===== src/rtl/ctrl_pkg.sv =====
// Shared types and constants for the Lab2 multi-cycle control unit:
// FSM states, instruction classes, ALU function codes and IR field positions.
package ctrl_pkg;

    typedef enum logic [2:0] {
        ST_FETCH  = 3'd0,
        ST_DECODE = 3'd1,
        ST_EXEC   = 3'd2,
        ST_MEM    = 3'd3,
        ST_WB     = 3'd4,
        ST_ERROR  = 3'd5
    } state_t;

    typedef enum logic [1:0] {
        CLS_ALU_REG = 2'b00,
        CLS_ALU_IMM = 2'b01,
        CLS_LOAD    = 2'b10,
        CLS_STORE   = 2'b11
    } iclass_t;

    localparam logic [1:0] ALU_ADD = 2'b00;
    localparam logic [1:0] ALU_SUB = 2'b01;
    localparam logic [1:0] ALU_AND = 2'b10;
    localparam logic [1:0] ALU_OR  = 2'b11;

    // The upper half of the 2N-bit IR holds four 2-bit fields, numbered from the MSB.
    localparam int FLD_W      = 2;
    localparam int CLASS_SLOT = 0;
    localparam int FUNC_SLOT  = 1;
    localparam int RDST_SLOT  = 2;
    localparam int SRC1_SLOT  = 3;
    localparam int SRC2_LO    = 0;

    function automatic int field_lo(input int n, input int slot);
        return 2 * n - FLD_W - FLD_W * slot;
    endfunction

endpackage


===== src/rtl/ctrl_decode.sv =====
// Moore output decoder: maps the current FSM state and the latched IR onto
// the datapath control and select signals. Purely combinational.
module ctrl_decode
    import ctrl_pkg::*;
#(
    parameter int N = 8
) (
    input  state_t         state,
    input  logic [2*N-1:0] ir,
    output logic           instr_req,
    output logic           mem_req,
    output logic           mem_we,
    output logic [1:0]     ra1,
    output logic [N-1:0]   src2,
    output logic [1:0]     rdst3,
    output logic           we,
    output logic           alu_src2,
    output logic           alu_or_m,
    output logic [1:0]     alu_ctrl
);

    localparam int CLS_LO  = field_lo(N, CLASS_SLOT);
    localparam int FUNC_LO = field_lo(N, FUNC_SLOT);
    localparam int RDST_LO = field_lo(N, RDST_SLOT);
    localparam int SRC1_LO = field_lo(N, SRC1_SLOT);

    iclass_t        cls_s;
    logic [1:0]     func_s;
    logic [1:0]     rdst_s;
    logic [1:0]     src1_s;
    logic [N-1:0]   src2_s;
    logic           fields_on_s;

    assign cls_s  = iclass_t'(ir[CLS_LO +: FLD_W]);
    assign func_s = ir[FUNC_LO +: FLD_W];
    assign rdst_s = ir[RDST_LO +: FLD_W];
    assign src1_s = ir[SRC1_LO +: FLD_W];
    assign src2_s = ir[SRC2_LO +: N];

    // Per-state control decode; register fields are exposed from DECODE until the next FETCH.
    always_comb begin
        instr_req   = 1'b0;
        mem_req     = 1'b0;
        mem_we      = 1'b0;
        we          = 1'b0;
        alu_src2    = 1'b0;
        alu_or_m    = 1'b0;
        alu_ctrl    = ALU_ADD;
        fields_on_s = 1'b0;
        case (state)
            ST_FETCH: begin
                instr_req = 1'b1;
            end
            ST_DECODE: begin
                fields_on_s = 1'b1;
            end
            ST_EXEC: begin
                fields_on_s = 1'b1;
                case (cls_s)
                    CLS_ALU_REG: begin
                        alu_ctrl = func_s;
                        alu_src2 = 1'b0;
                    end
                    CLS_ALU_IMM: begin
                        alu_ctrl = func_s;
                        alu_src2 = 1'b1;
                    end
                    CLS_LOAD: begin
                        alu_ctrl = ALU_ADD;
                        alu_src2 = 1'b1;
                    end
                    CLS_STORE: begin
                        alu_ctrl = ALU_ADD;
                        alu_src2 = 1'b0;
                    end
                    default: begin
                        alu_ctrl = ALU_ADD;
                        alu_src2 = 1'b0;
                    end
                endcase
            end
            ST_MEM: begin
                fields_on_s = 1'b1;
                mem_req     = 1'b1;
                mem_we      = (cls_s == CLS_STORE);
            end
            ST_WB: begin
                fields_on_s = 1'b1;
                we          = 1'b1;
                alu_or_m    = (cls_s == CLS_LOAD);
            end
            ST_ERROR: begin
                fields_on_s = 1'b0;
            end
            default: begin
                fields_on_s = 1'b0;
            end
        endcase
        ra1   = fields_on_s ? src1_s : 2'b00;
        src2  = fields_on_s ? src2_s : {N{1'b0}};
        rdst3 = fields_on_s ? rdst_s : 2'b00;
    end

endmodule


===== src/rtl/ctrl_fsm.sv =====
// Multi-cycle control unit for the Lab2 8-bit datapath: FETCH/DECODE/EXEC/MEM/WB
// sequencing with PC and IR. CTRL_HANDSHAKE_TIMEOUT_EN enables the handshake watchdog.
module ctrl_fsm
    import ctrl_pkg::*;
#(
    parameter int N       = 8,
    parameter int TIMEOUT = 15
) (
    input  logic           clk,
    input  logic           rst,
    input  logic [2*N-1:0] Instr,
    input  logic           InstrValid,
    output logic           InstrReq,
    output logic [N-1:0]   PC,
    input  logic           MemAck,
    output logic           MemReq,
    output logic           MemWE,
    output logic [1:0]     RA1,
    output logic [N-1:0]   Src2,
    output logic [1:0]     RDst3,
    output logic           WE,
    output logic           ALUSrc2,
    output logic           ALUorM,
    output logic [1:0]     ALUCtrl,
    output logic           Err
);

    localparam int CLS_LO = field_lo(N, CLASS_SLOT);

    state_t         state_r;
    state_t         next_state_s;
    logic [2*N-1:0] ir_r;
    logic [N-1:0]   pc_r;
    logic           load_ir_s;
    logic           retire_s;
    logic           timeout_s;
    iclass_t        cls_s;

    assign cls_s = iclass_t'(ir_r[CLS_LO +: FLD_W]);
    assign PC    = pc_r;

`ifdef CTRL_HANDSHAKE_TIMEOUT_EN
    logic [3:0] wait_cnt_r;
    logic       err_r;
    logic       waiting_s;

    assign waiting_s = ((state_r == ST_FETCH) && !InstrValid) ||
                       ((state_r == ST_MEM)   && !MemAck);
    // The TIMEOUT-th consecutive wait cycle is the last one tolerated.
    assign timeout_s = waiting_s && (wait_cnt_r == 4'(TIMEOUT - 1));
    assign Err       = err_r;

    // Wait counter: counts unanswered handshake cycles, restarts on every state change.
    always_ff @(posedge clk) begin
        if (rst) begin
            wait_cnt_r <= 4'd0;
        end else if (next_state_s != state_r) begin
            wait_cnt_r <= 4'd0;
        end else if (waiting_s) begin
            wait_cnt_r <= wait_cnt_r + 4'd1;
        end
    end

    // Sticky error flag, set on entry to ERROR and cleared only by reset.
    always_ff @(posedge clk) begin
        if (rst) begin
            err_r <= 1'b0;
        end else if (next_state_s == ST_ERROR) begin
            err_r <= 1'b1;
        end
    end
`else
    logic unused_timeout_s;

    assign timeout_s        = 1'b0;
    assign Err              = 1'b0;
    assign unused_timeout_s = (TIMEOUT != 0);
`endif

    // Next-state logic with IR load and retire strobes.
    always_comb begin
        next_state_s = state_r;
        load_ir_s    = 1'b0;
        retire_s     = 1'b0;
        case (state_r)
            ST_FETCH: begin
                if (InstrValid) begin
                    next_state_s = ST_DECODE;
                    load_ir_s    = 1'b1;
                end else if (timeout_s) begin
                    next_state_s = ST_ERROR;
                end else begin
                    next_state_s = ST_FETCH;
                end
            end
            ST_DECODE: begin
                next_state_s = ST_EXEC;
            end
            ST_EXEC: begin
                if ((cls_s == CLS_LOAD) || (cls_s == CLS_STORE)) begin
                    next_state_s = ST_MEM;
                end else begin
                    next_state_s = ST_WB;
                end
            end
            ST_MEM: begin
                if (MemAck) begin
                    if (cls_s == CLS_STORE) begin
                        next_state_s = ST_FETCH;
                        retire_s     = 1'b1;
                    end else begin
                        next_state_s = ST_WB;
                    end
                end else if (timeout_s) begin
                    next_state_s = ST_ERROR;
                end else begin
                    next_state_s = ST_MEM;
                end
            end
            ST_WB: begin
                next_state_s = ST_FETCH;
                retire_s     = 1'b1;
            end
            ST_ERROR: begin
                next_state_s = ST_ERROR;
            end
            default: begin
                next_state_s = ST_FETCH;
            end
        endcase
    end

    // State, instruction register and program counter.
    always_ff @(posedge clk) begin
        if (rst) begin
            state_r <= ST_FETCH;
            ir_r    <= {(2*N){1'b0}};
            pc_r    <= {N{1'b0}};
        end else begin
            state_r <= next_state_s;
            if (load_ir_s) begin
                ir_r <= Instr;
            end
            if (retire_s) begin
                pc_r <= pc_r + {{(N-1){1'b0}}, 1'b1};
            end
        end
    end

    ctrl_decode #(
        .N (N)
    ) u_decode (
        .state     (state_r),
        .ir        (ir_r),
        .instr_req (InstrReq),
        .mem_req   (MemReq),
        .mem_we    (MemWE),
        .ra1       (RA1),
        .src2      (Src2),
        .rdst3     (RDst3),
        .we        (WE),
        .alu_src2  (ALUSrc2),
        .alu_or_m  (ALUorM),
        .alu_ctrl  (ALUCtrl)
    );

endmodule


===== config.mk =====
export PLATFORM = sky130hd
export DESIGN_NAME = ctrl_fsm
export DESIGN_NICKNAME = d
export VERILOG_FILES = /design/src/rtl/ctrl_pkg.sv /design/src/rtl/ctrl_decode.sv /design/src/rtl/ctrl_fsm.sv
export SDC_FILE = /design/constraint.sdc
export NUM_CORES = 1
export LEC_CHECK = 0
export ABC_AREA = 1
export CAP_MARGIN = 20
export CORE_UTILIZATION = 40
export CTS_CLUSTER_DIAMETER = 120
export DETAILED_ROUTE_END_ITERATION = 10
export DONT_BUFFER_PORTS = 1
export SYNTH_ARGS = -nofsm -noshare
export SYNTH_HDL_FRONTEND = slang
export SYNTH_HIERARCHICAL = 1
export SYNTH_SLANG_ARGS = --single-unit

===== constraint.sdc =====
create_clock -name clk -period 1.68 [get_ports clk]
set_clock_uncertainty 0.15 [all_clocks]
set_input_delay 0.168 -clock clk [delete_from_list [all_inputs] [get_ports clk]]
set_output_delay 0.168 -clock clk [all_outputs]
set_load 0.02 [all_outputs]

==> impl_metrics.py <==
metrics = {
    "layout": {
        "regArea_um2": 557,
        "fillCellCount": 322,
        "nets": 276,
        "multiInputGateArea_um2": 898,
        "insertedDiodeCount": 0,
        "drive_above_1_share": 0.329,
        "areaGrowthSynthToFinish_pct": 45.7,
    },
    "setup_path": {
        "cp.required_ns": 1.36,
        "cp_num_buf_inv": 3,
        "worstSetupPathType": "reg -> out",
        "cp_slowest_cell": "dfxtp_4",
        "cpMostUsedCell": "nor2_4",
        "start_kind": "register",
        "cpPeakStageDelay_ns": 0.41,
        "cpLargestDelayFamily": "flip-flops",
        "startpoint": "state_r[2]",
        "rr_startpoint": "state_r[1]",
        "endpoint_kind": "primary output",
        "crit_arrival_ns": 1.41,
        "path_cells": "inv_2 -> nand3_2 -> nand2_2 -> nor2_4 -> buf_8 -> nor2_4 -> buf_6",
        "critPathMaxFanout": 6,
    },
    "synth": {
        "synth_edf_count": 0,
        "synth.avg_cell_area_um2": 6.82,
        "yosysWarnings": 6,
        "synth_async_sr_flop_share": 0,
        "netlist_area_mm2": 0.00142,
        "synth_common_cells": "nor2_1 (62), inv_1 (30), dfxtp_1 (27)",
        "ys_types": 26,
        "ys_seq_elements": 27,
        "netlist_instances": 208,
        "synthTopCellsByArea": "dfxtp_1 (38%), nor2_1 (16%), inv_1 (7.9%), o21ai_0 (6.3%), nand2_1 (6.3%)",
        "synth_most_common_cell": "nor2_1",
        "syn-num-nets": 231,
        "synthFlopType": "dfxtp_1",
        "yosysTopAreaCell": "dfxtp_1",
        "synth_seq_area_share": 0.381,
        "netlist.area_leader.share": 0.381,
    },
    "global_route": {
        "overflow": 0,
        "first_global_vias": 1214,
        "grt_start_max_net_pins": 26,
        "grt_first_pass_wirelength_um": 5110,
        "antenna_found_initial": 0,
        "track_usage": 0.183,
    },
    "placed_design": {
        "portBuffers": 0,
        "dpl.hpwl_um": 2110,
        "gp_congestion": 0.792,
    },
    "clock_tree": {
        "clockBufferDepth": 2,
        "h-tree-depth": 1,
        "cts_tree": "done",
        "clk_latency_ns": 0.32,
        "path_clk_slew_ns": 0.14,
        "clock_tree.root_cell": "clkbuf_4",
        "numCtsBuffers": 3,
        "numClockSinks": 27,
    },
    "floorplanning": {
        "core-area_mm2": 0.00336,
        "die_x_um": 61.6,
        "initial_utilization": 0.422,
        "ios": 49,
        "row_count": 21,
        "die_area_mm2": 0.00379,
        "fp.dieH_um": 61.6,
    },
    "drt": {
        "wl_met2_um": 1900,
        "firstDrtPassIters": 4,
        "viasPerCell": 4.78,
        "drt_iter0_markers": 69,
        "ant_nets": 0,
        "wl_met1_um": 1510,
        "drc": 0,
        "topRoutingLayerUsed": "met4",
        "wire_per_inst_um": 12.2,
        "dr_wl_met3_um": 186,
        "vias": 1425,
        "drt-total-wl_um": 3620,
    },
    "sta": {
        "hold_ws_ns": 0.0532,
        "timing.fmax_mhz": 579,
        "grt_setup_unrepaired": "yes",
        "period_share": 1.03,
        "setup_violations": 9,
        "fin_ws_ns": -0.0478,
        "final_hold_viol_count": 0,
        "finalCriticalPeriod_ns": 1.73,
        "setup_tns_ns": -0.349,
        "maxSlewViolCount": 0,
    },
    "status": {
        "violations": "setup timing",
        "outcome": "finished, violations left",
    },
    "min_path": {
        "hold_path_class": "in -> reg",
        "hold_start": "rst",
    },
    "job": {
        "maxCapViolations": 0,
    },
    "power_and_ir_drop": {
        "ir_drop_mv": 0.385,
        "p_per_area_mw_per_mm2": 710,
        "leakage_nw": 0.882,
    },
}
-- final timing paths --
check | end | slack, ns | depth (start not counted)
worst max-delay path | Src2[1] | -0.05 | 7
worst min-delay path | state_r[2] | 0.05 | 4
worst max register to register | PC[7] | 0.09 | 10
worst min register to register | ir_r[13] | 0.35 | 2
-- worst min-delay path: stages --
cell	delay (ns)
inv_1	0.02
buf_4	0.20
nand2_1	0.09
inv_1	0.03
-- final cells by class --
cell class | count | share of cell area
clock buffers | 4 | 0.0127
inverters | 30 | 0.0545
multi-input cells | 145 | 0.435
flip-flops and latches | 27 | 0.269
well taps | 46 | 0.0278
repair buffers | 46 | 0.201
-- per-stage QoR --
step                      setup slack, ns  power, mW  area (µm²)   util  std cells
after floorplan                     0.131      0.958        1420      -        208
after global placement              0.145       1.01        1540  0.458        264
after detailed placement           0.0944       1.01        1540  0.458        264
after CTS                         -0.0379       1.42        1950  0.579        295
after global routing               -0.138       1.56        2070  0.615        298
final                             -0.0478       1.47        2070  0.615        298
-- power by group --
part	internal, mW	total (mW)	switching (mW)
clock network	0.0929	0.287	0.194
logic	0.185	0.455	0.270
registers	0.689	0.726	0.0367
total	0.967	1.47	0.501
-- registers in the layout, indices dropped and copies added (netlist names) --
name / flops
ir_r: 16
PC: 8
state_r: 3
-- per-layer routing --
layer | up-vias | GRT usage
li1 | 729 | -
met3 | 2 | 0.0378
met2 | 33 | 0.339
met4 | 0 | 0.0635
met1 | 661 | 0.207
met5 | - | 0
-- kinds of logic after synthesis --
kind of cell,after synthesis,share of synthesized area
other,1,0.00264
adder cells (fa/ha/maj),3,0.0265
flip-flops,27,0.381
buffers and inverters,37,0.124
AO/OA/AOI/OAI,29,0.124
AND/OR/NAND/NOR,111,0.341
-- repair_timing --
item | 4_1_cts | 5_1_grt
hold buffers | 19 | 0
endpoints found under the hold margin | 19 | 0
pin swaps | 4 | 8
gates cloned | 1 | 1
setup buffers | 7 | 2
setup endpoints to repair | 15 | 40
gates resized for setup | 44 | 25
-- cells in the final DEF, fill, tap and decap left out --
cell	n
nand2_2	7
dfxtp_4	4
nor2_1	44
ha_2	1
clkbuf_1	1
ha_1	1
buf_6	4
buf_8	1
nor2_2	5
nor2_4	16
nor3_1	3
a21oi_2	7
inv_2	4
dfxtp_1	22
o21ai_1	3
dfxtp_2	1
buf_4	22
conb_1	1
nand3_4	1
nand3_2	1
nand3_1	11
a21boi_0	1
o21ai_0	16
ha_4	1
dlygate4sd3_1	19
inv_1	26
a21oi_1	1
o211ai_1	1
nand2_1	19
clkbuf_4	3
nand2_8	2
nor3b_2	2
nand2_4	1
(Power assumes the default switching activity.)
